File: src/rtl/stereo_capture_arbiter_if.sv
// stereo_capture_arbiter_if: frame-buffer write port with valid/ready handshake.
interface stereo_capture_arbiter_if #(
   parameter int AW = 18
);
   logic          wr_valid;
   logic [AW-1:0] wr_addr;
   logic [7:0]    wr_data;
   logic          wr_ready;
   modport master (output wr_valid, wr_addr, wr_data, input wr_ready);
   modport slave  (input wr_valid, wr_addr, wr_data, output wr_ready);
endinterface

File: src/rtl/stereo_capture_arbiter.sv
// stereo_capture_arbiter: captures one frame per camera into per-camera FIFOs and
// round-robins them onto a single frame-buffer write port, right frame after left.
module stereo_capture_arbiter #(
   parameter int WIDTH      = 320,
   parameter int HEIGHT     = 240,
   parameter int FIFO_DEPTH = 4,
   parameter int AW         = 18
) (
   input  logic       clk,
   input  logic       reset,
   input  logic       start,
   input  logic [7:0] l_value,
   input  logic [9:0] l_x,
   input  logic [9:0] l_y,
   input  logic       l_is_val,
   input  logic [7:0] r_value,
   input  logic [9:0] r_x,
   input  logic [9:0] r_y,
   input  logic       r_is_val,
   stereo_capture_arbiter_if.master wr,
   output logic       busy,
   output logic       done,
   output logic [1:0] overflow
);
   localparam int PW = $clog2(FIFO_DEPTH);
   localparam int EW = 28;
   typedef enum logic [1:0] {IDLE, ARMED, CAPTURE, DONE} state_t;
   state_t        st_q [2];
   state_t        st_d [2];
   logic [EW-1:0] mem_q [2][FIFO_DEPTH];
   logic [PW-1:0] wp_q [2];
   logic [PW-1:0] wp_d [2];
   logic [PW-1:0] rp_q [2];
   logic [PW-1:0] rp_d [2];
   logic [PW:0]   cnt_q [2];
   logic [PW:0]   cnt_d [2];
   logic [EW-1:0] pix [2];
   logic          pv [2];
   logic          push [2];
   logic          wr_en [2];
   logic          pop [2];
   logic          ne [2];
   logic          full [2];
   logic          last [2];
   logic [1:0]    ovf_set;
   logic [EW-1:0] sel;
   logic          rr_q, rr_d, grant, load, start_ok, fin;
   logic          busy_q, busy_d, done_q, done_d;
   logic [1:0]    overflow_q, overflow_d;
   logic          wr_valid_q, wr_valid_d;
   logic [AW-1:0] wr_addr_q, wr_addr_d;
   logic [7:0]    wr_data_q, wr_data_d;
   always_comb begin
      pix[0] = {l_value, l_x, l_y};
      pix[1] = {r_value, r_x, r_y};
      pv[0] = l_is_val;
      pv[1] = r_is_val;
      start_ok = start && st_q[0] == IDLE && st_q[1] == IDLE && !busy_q;
      for (int c = 0; c < 2; c++) begin
         ne[c] = cnt_q[c] != '0;
         full[c] = cnt_q[c] == (PW+1)'(FIFO_DEPTH);
      end
      // rr_q names the camera preferred when both FIFOs hold data
      grant = (ne[0] && ne[1]) ? rr_q : ne[1];
      load = (!wr_valid_q || wr.wr_ready) && (ne[0] || ne[1]);
      rr_d = load ? ~grant : rr_q;
      fin = st_q[0] == DONE && st_q[1] == DONE && !ne[0] && !ne[1] && (!wr_valid_q || wr.wr_ready);
      done_d = fin && !done_q;
      busy_d = start_ok || (busy_q && !done_d);
      for (int c = 0; c < 2; c++) begin
         pop[c] = load && grant == c[0];
         last[c] = pix[c][19:10] == 10'(WIDTH-1) && pix[c][9:0] == 10'(HEIGHT-1);
         push[c] = pv[c] && ((st_q[c] == ARMED && pix[c][19:0] == '0) || st_q[c] == CAPTURE);
         wr_en[c] = push[c] && (!full[c] || pop[c]);
         ovf_set[c] = push[c] && full[c] && !pop[c];
         wp_d[c] = wp_q[c] + PW'(wr_en[c]);
         rp_d[c] = rp_q[c] + PW'(pop[c]);
         cnt_d[c] = cnt_q[c] + (PW+1)'(wr_en[c]) - (PW+1)'(pop[c]);
         st_d[c] = st_q[c];
         // a dropped final pixel still ends the frame, so overflow cannot stall completion
         case (st_q[c])
            IDLE:    st_d[c] = start_ok ? ARMED : IDLE;
            ARMED:   st_d[c] = push[c] ? (last[c] ? DONE : CAPTURE) : ARMED;
            CAPTURE: st_d[c] = (push[c] && last[c]) ? DONE : CAPTURE;
            DONE:    st_d[c] = done_q ? IDLE : DONE;
            default: st_d[c] = IDLE;
         endcase
      end
      overflow_d = start_ok ? 2'b00 : overflow_q | ovf_set;
      sel = grant ? mem_q[1][rp_q[1]] : mem_q[0][rp_q[0]];
      wr_valid_d = (!wr_valid_q || wr.wr_ready) ? load : wr_valid_q;
      wr_addr_d = load ? AW'(grant ? WIDTH*HEIGHT : 0) + AW'(sel[9:0]) * AW'(WIDTH) + AW'(sel[19:10]) : wr_addr_q;
      wr_data_d = load ? sel[27:20] : wr_data_q;
   end
   always_ff @(posedge clk) begin
      if (reset) begin
         for (int c = 0; c < 2; c++) begin
            st_q[c] <= IDLE;
            wp_q[c] <= '0;
            rp_q[c] <= '0;
            cnt_q[c] <= '0;
         end
         rr_q <= 1'b0;
         busy_q <= 1'b0;
         done_q <= 1'b0;
         overflow_q <= 2'b00;
         wr_valid_q <= 1'b0;
         wr_addr_q <= '0;
         wr_data_q <= '0;
      end else begin
         for (int c = 0; c < 2; c++) begin
            st_q[c] <= st_d[c];
            wp_q[c] <= wp_d[c];
            rp_q[c] <= rp_d[c];
            cnt_q[c] <= cnt_d[c];
         end
         rr_q <= rr_d;
         busy_q <= busy_d;
         done_q <= done_d;
         overflow_q <= overflow_d;
         wr_valid_q <= wr_valid_d;
         wr_addr_q <= wr_addr_d;
         wr_data_q <= wr_data_d;
      end
   end
   always_ff @(posedge clk) begin
      for (int c = 0; c < 2; c++)
         if (wr_en[c]) mem_q[c][wp_q[c]] <= pix[c];
   end
   assign wr.wr_valid = wr_valid_q;
   assign wr.wr_addr = wr_addr_q;
   assign wr.wr_data = wr_data_q;
   assign busy = busy_q;
   assign done = done_q;
   assign overflow = overflow_q;
endmodule
File: src/flat_wrapper.sv
// flat-port wrapper written by rule: the top's interface ports become plain ports
module stereo_capture_arbiter_flat 
#(
   parameter int WIDTH      = 320,
   parameter int HEIGHT     = 240,
   parameter int FIFO_DEPTH = 4,
   parameter int AW         = 18
)
  (clk, reset, start, l_value, l_x, l_y, l_is_val, r_value, r_x, r_y, r_is_val, busy, done, overflow, wr_wr_valid, wr_wr_addr, wr_wr_data, wr_wr_ready);
  stereo_capture_arbiter_if #(.AW(AW)) wr_i ();
  input  logic clk;
  input  logic reset;
  input  logic start;
  input  logic [7:0] l_value;
  input  logic [9:0] l_x;
  input  logic [9:0] l_y;
  input  logic l_is_val;
  input  logic [7:0] r_value;
  input  logic [9:0] r_x;
  input  logic [9:0] r_y;
  input  logic r_is_val;
  output logic busy;
  output logic done;
  output logic [1:0] overflow;
  output wire logic [$bits(wr_i.wr_valid)-1:0] wr_wr_valid;
  output wire logic [$bits(wr_i.wr_addr)-1:0] wr_wr_addr;
  output wire logic [$bits(wr_i.wr_data)-1:0] wr_wr_data;
  input wire logic [$bits(wr_i.wr_ready)-1:0] wr_wr_ready;
  assign wr_wr_valid = wr_i.wr_valid;
  assign wr_wr_addr = wr_i.wr_addr;
  assign wr_wr_data = wr_i.wr_data;
  assign wr_i.wr_ready = wr_wr_ready;
  stereo_capture_arbiter #(.WIDTH(WIDTH), .HEIGHT(HEIGHT), .FIFO_DEPTH(FIFO_DEPTH), .AW(AW)) u_core (.clk(clk), .reset(reset), .start(start), .l_value(l_value), .l_x(l_x), .l_y(l_y), .l_is_val(l_is_val), .r_value(r_value), .r_x(r_x), .r_y(r_y), .r_is_val(r_is_val), .wr(wr_i), .busy(busy), .done(done), .overflow(overflow));
endmodule
File: config.mk
export PLATFORM = sky130hd
export DESIGN_NAME = stereo_capture_arbiter_flat
export DESIGN_NICKNAME = d
export VERILOG_FILES = /design/src/rtl/stereo_capture_arbiter_if.sv /design/src/rtl/stereo_capture_arbiter.sv /design/src/flat_wrapper.sv
export SDC_FILE = /design/constraint.sdc
export NUM_CORES = 1
export LEC_CHECK = 0
export ABC_CLOCK_PERIOD_IN_PS = 4800
export BUFFER_PORTS_ARGS = -buffer_cell sky130_fd_sc_hd__buf_2
export CAP_MARGIN = 20
export CORE_ASPECT_RATIO = 0.75
export CORE_MARGIN = 10
export CORE_UTILIZATION = 36
export CTS_CLUSTER_DIAMETER = 30
export DETAILED_ROUTE_END_ITERATION = 12
export PLACE_DENSITY = 0.52
export SKIP_LAST_GASP = 1
export SLEW_MARGIN = 20
export SYNTH_ARGS = -nofsm -noshare
export SYNTH_HDL_FRONTEND = slang
export SYNTH_SLANG_ARGS = --single-unit
export TNS_END_PERCENT = 20
File: constraint.sdc
create_clock -name clk -period 4.8 [get_ports clk]
set_input_delay 0.48 -clock clk [delete_from_list [all_inputs] [get_ports clk]]
set_output_delay 0.48 -clock clk [all_outputs]
set_load 0.05 [all_outputs]
==> flow_metrics.py <==
metrics = {
    "global_route": {
        "grt_pass1_wl_um": 41400,
        "grt_max_degree": 52,
        "grt_pass1_vias": 6884,
        "antenna_found_initial": 1,
        "overflow": 0,
        "gr-usage-all-layers": 0.139,
    },
    "floorplanning": {
        "die_x_um": 225,
        "rows": 56,
        "start_util": 0.364,
        "core_area_mm2": 0.0312,
        "dieArea_mm2": 0.0391,
        "ioPinCount": 93,
        "die_h_um": 174,
    },
    "synth": {
        "synth-compound-area-share": 0.0393,
        "postSynthCellCount": 679,
        "synth_fp_nets": 771,
        "synthFlopType": "edfxtp_1",
        "synthAdderAreaFrac": 0.0357,
        "synth_edf_count": 224,
        "syn_avg_cell_area_um2": 16.7,
        "synthTopCellsByArea": "edfxtp_1 (59%), mux4_2 (11%), dfxtp_1 (8.8%), ha_1 (2.9%), mux2i_1 (1.9%)",
        "yosys_warnings": 0,
        "synthXorXnorAreaFrac": 0.0208,
        "async_flop_share": 0,
        "synth_seq_area_share": 0.680,
        "synth_area_mm2": 0.0114,
        "synth_top_area_cell": "edfxtp_1",
        "synth_top_area_share": 0.592,
        "synth_cell_types": 55,
        "yosys.area_share.simple": 0.0703,
        "synthMuxAreaShare": 0.136,
        "ys_ff_latch": 274,
        "synth_top_family_by_area": "multiplexers",
    },
    "sta": {
        "maxClockFrequency_ghz": 0.234,
        "maxSlewViolCount": 0,
        "finalSetupTns_ns": 0,
        "timing.slew.headroom": 0.344,
        "fin_skew_ns": 0.0227,
        "tightest_slew_ns": 0.976,
        "fin_crit_ns": 4.27,
        "hold_violations": 0,
        "setup_viol": 0,
        "rsz0062_at_grt": "false",
        "fin_crit_sh": 0.890,
    },
    "finish": {
        "fillCellCount": 2733,
        "drive_above_1_share": 0.340,
        "fin_nets": 909,
        "final_common_cell": "edfxtp_1",
        "area_growth_pct": 25.2,
        "layout_common_cells": "edfxtp_1 (224), buf_2 (91), mux4_2 (56), clkbuf_16 (55), nor2_1 (53)",
    },
    "cts": {
        "clock_latency_ns": 0.55,
        "cts_tree": "done",
        "post_cts_buffers": 0,
        "clock-root-buffer": "clkbuf_16",
        "clockBufferDepth": 3,
        "clkTransAtPathRegs_ns": 0.05,
        "hold_buffers": 0,
        "numCtsBuffers": 53,
        "cts_sinks": 274,
        "htreeDepth": 2,
        "cts-resized-gates": 0,
    },
    "place": {
        "dp_hpwl_um": 18400,
        "gp_congestion": 0.797,
        "numPortBuffers": 92,
    },
    "detailed_routing": {
        "via_per_inst": 5.14,
        "ant_nets": 0,
        "drtIter0Drc": 443,
        "first_pass_iters": 5,
        "drc": 0,
        "avgRoutedWirePerCell_um": 21.3,
        "drt_wl_total_um": 27000,
        "via_count": 6522,
    },
    "critical_path": {
        "required_ns": 5.24,
        "worstPathArrival_ns": 4.71,
        "crit_type": "reg -> reg",
        "cp-end-kind": "flop",
        "crit_fanout": 18,
        "start_kind": "flop",
    },
    "worst_hold_path": {
        "hold_class": "in -> reg",
    },
    "pwr": {
        "ir_drop_mv": 0.295,
        "power.leakage_uw": 0.00517,
        "power_uw": 8770,
        "p_per_area_mw_per_mm2": 617,
    },
    "status": {
        "outcome": "finished clean",
    },
    "flow_run": {
        "drv_cap": 0,
    },
}
[sequential cells by signal (all words and copies together), names as in the netlist]
signal,flops
u_core.busy,1
u_core.mem_q,224
u_core.rp_q,4
u_core.st_q,4
u_core.done,1
u_core.cnt_q,6
u_core.wr.wr_data,8
u_core.overflow,2
u_core.wr.wr_valid,1
u_core.rr_q,1
u_core.wp_q,4
u_core.wr.wr_addr,18
[cell families after synthesis]
kind of cell | Yosys count
AO/OA/AOI/OAI | 63
XOR/XNOR | 27
adder cells (fa/ha/maj) | 30
buffers and inverters | 44
flip-flops | 274
multiplexers | 84
AND/OR/NAND/NOR | 157
[metal layers]
metal | share of wire | track usage | vias up
li1 | - | - | 2972
met1 | 0.48 | 0.202 | 3297
met2 | 0.43 | 0.201 | 215
met3 | 0.070 | 0.0357 | 38
met4 | 0.014 | 0.0365 | 0
met5 | 0 | 0 | -
[stage by stage]
| stage | instances | util | cell area [um2] | hold slack [ns] | setup slack, ns |
|---|---|---|---|---|---|
| global placement | 1168 | 0.397 | 12400 | 0.441 | 0.572 |
| floorplan | 679 | - | 11400 | 0.481 | 0.666 |
| detailed placement | 1168 | 0.397 | 12400 | 0.450 | 0.483 |
| finish | 1269 | 0.456 | 14200 | 0.143 | 0.527 |
| CTS | 1268 | 0.456 | 14200 | 0.115 | 0.489 |
| global route | 1268 | 0.456 | 14200 | 0.122 | 0.206 |
[Yosys cell counts (10+ instances only)]
| master | n |
|---|---|
| a21oi_1 | 20 |
| dfxtp_1 | 50 |
| mux4_2 | 56 |
| ha_1 | 26 |
| a211oi_1 | 17 |
| inv_1 | 18 |
| nor3_1 | 10 |
| mux2i_1 | 22 |
| xor2_1 | 14 |
| clkbuf_1 | 13 |
| edfxtp_1 | 224 |
| nor2_1 | 55 |
| nand2_1 | 32 |
| xnor2_1 | 13 |
[where the power goes]
group | internal (uW) | switching, uW | total [uW]
Combinational | 874 | 1410 | 2290
Clock | 2440 | 1270 | 3710
Sequential | 2690 | 82.2 | 2770
Total | 6000 | 2770 | 8770
[worst max-delay path, stage by stage, from the launching register on]
cell      delay (ns)
dfxtp_1         0.37
nor3_2          0.37
o21bai_4        0.30
buf_4           0.39
mux2i_1         0.49
xor2_1          0.13
ha_1            0.36
xnor2_1         0.14
ha_1            0.34
and3_2          0.23
a221o_4         0.40
a31o_1          0.25
a41oi_2         0.21
xnor2_1         0.13
o21ai_1         0.07
[path summary, 6_finish.rpt]
check,cells after the start,startpoint,slack (ns),to
min reg2reg,2,u_core.wr.wr_addr[11],0.45,u_core.wr.wr_addr[11]
max reg2reg,14,u_core.cnt_q[0][4],0.53,u_core.wr.wr_addr[17]
max,14,u_core.cnt_q[0][4],0.53,u_core.wr.wr_addr[17]
min,1,r_value[4],0.14,u_core.mem_q[0][192]
[area by class of cell]
type                    instances  area (um2)  share of cell area
clock buffers                  61        1430               0.100
repair buffers                109         591              0.0415
multi-input cells             361        3480               0.244
diodes                          1        2.50            0.000176
well taps                     406         508              0.0357
inverters                      18        67.6             0.00475
flip-flops and latches        274        7730               0.543
clock inverters                39         419              0.0295
Note: power is estimated with default switching activity, not from simulation.
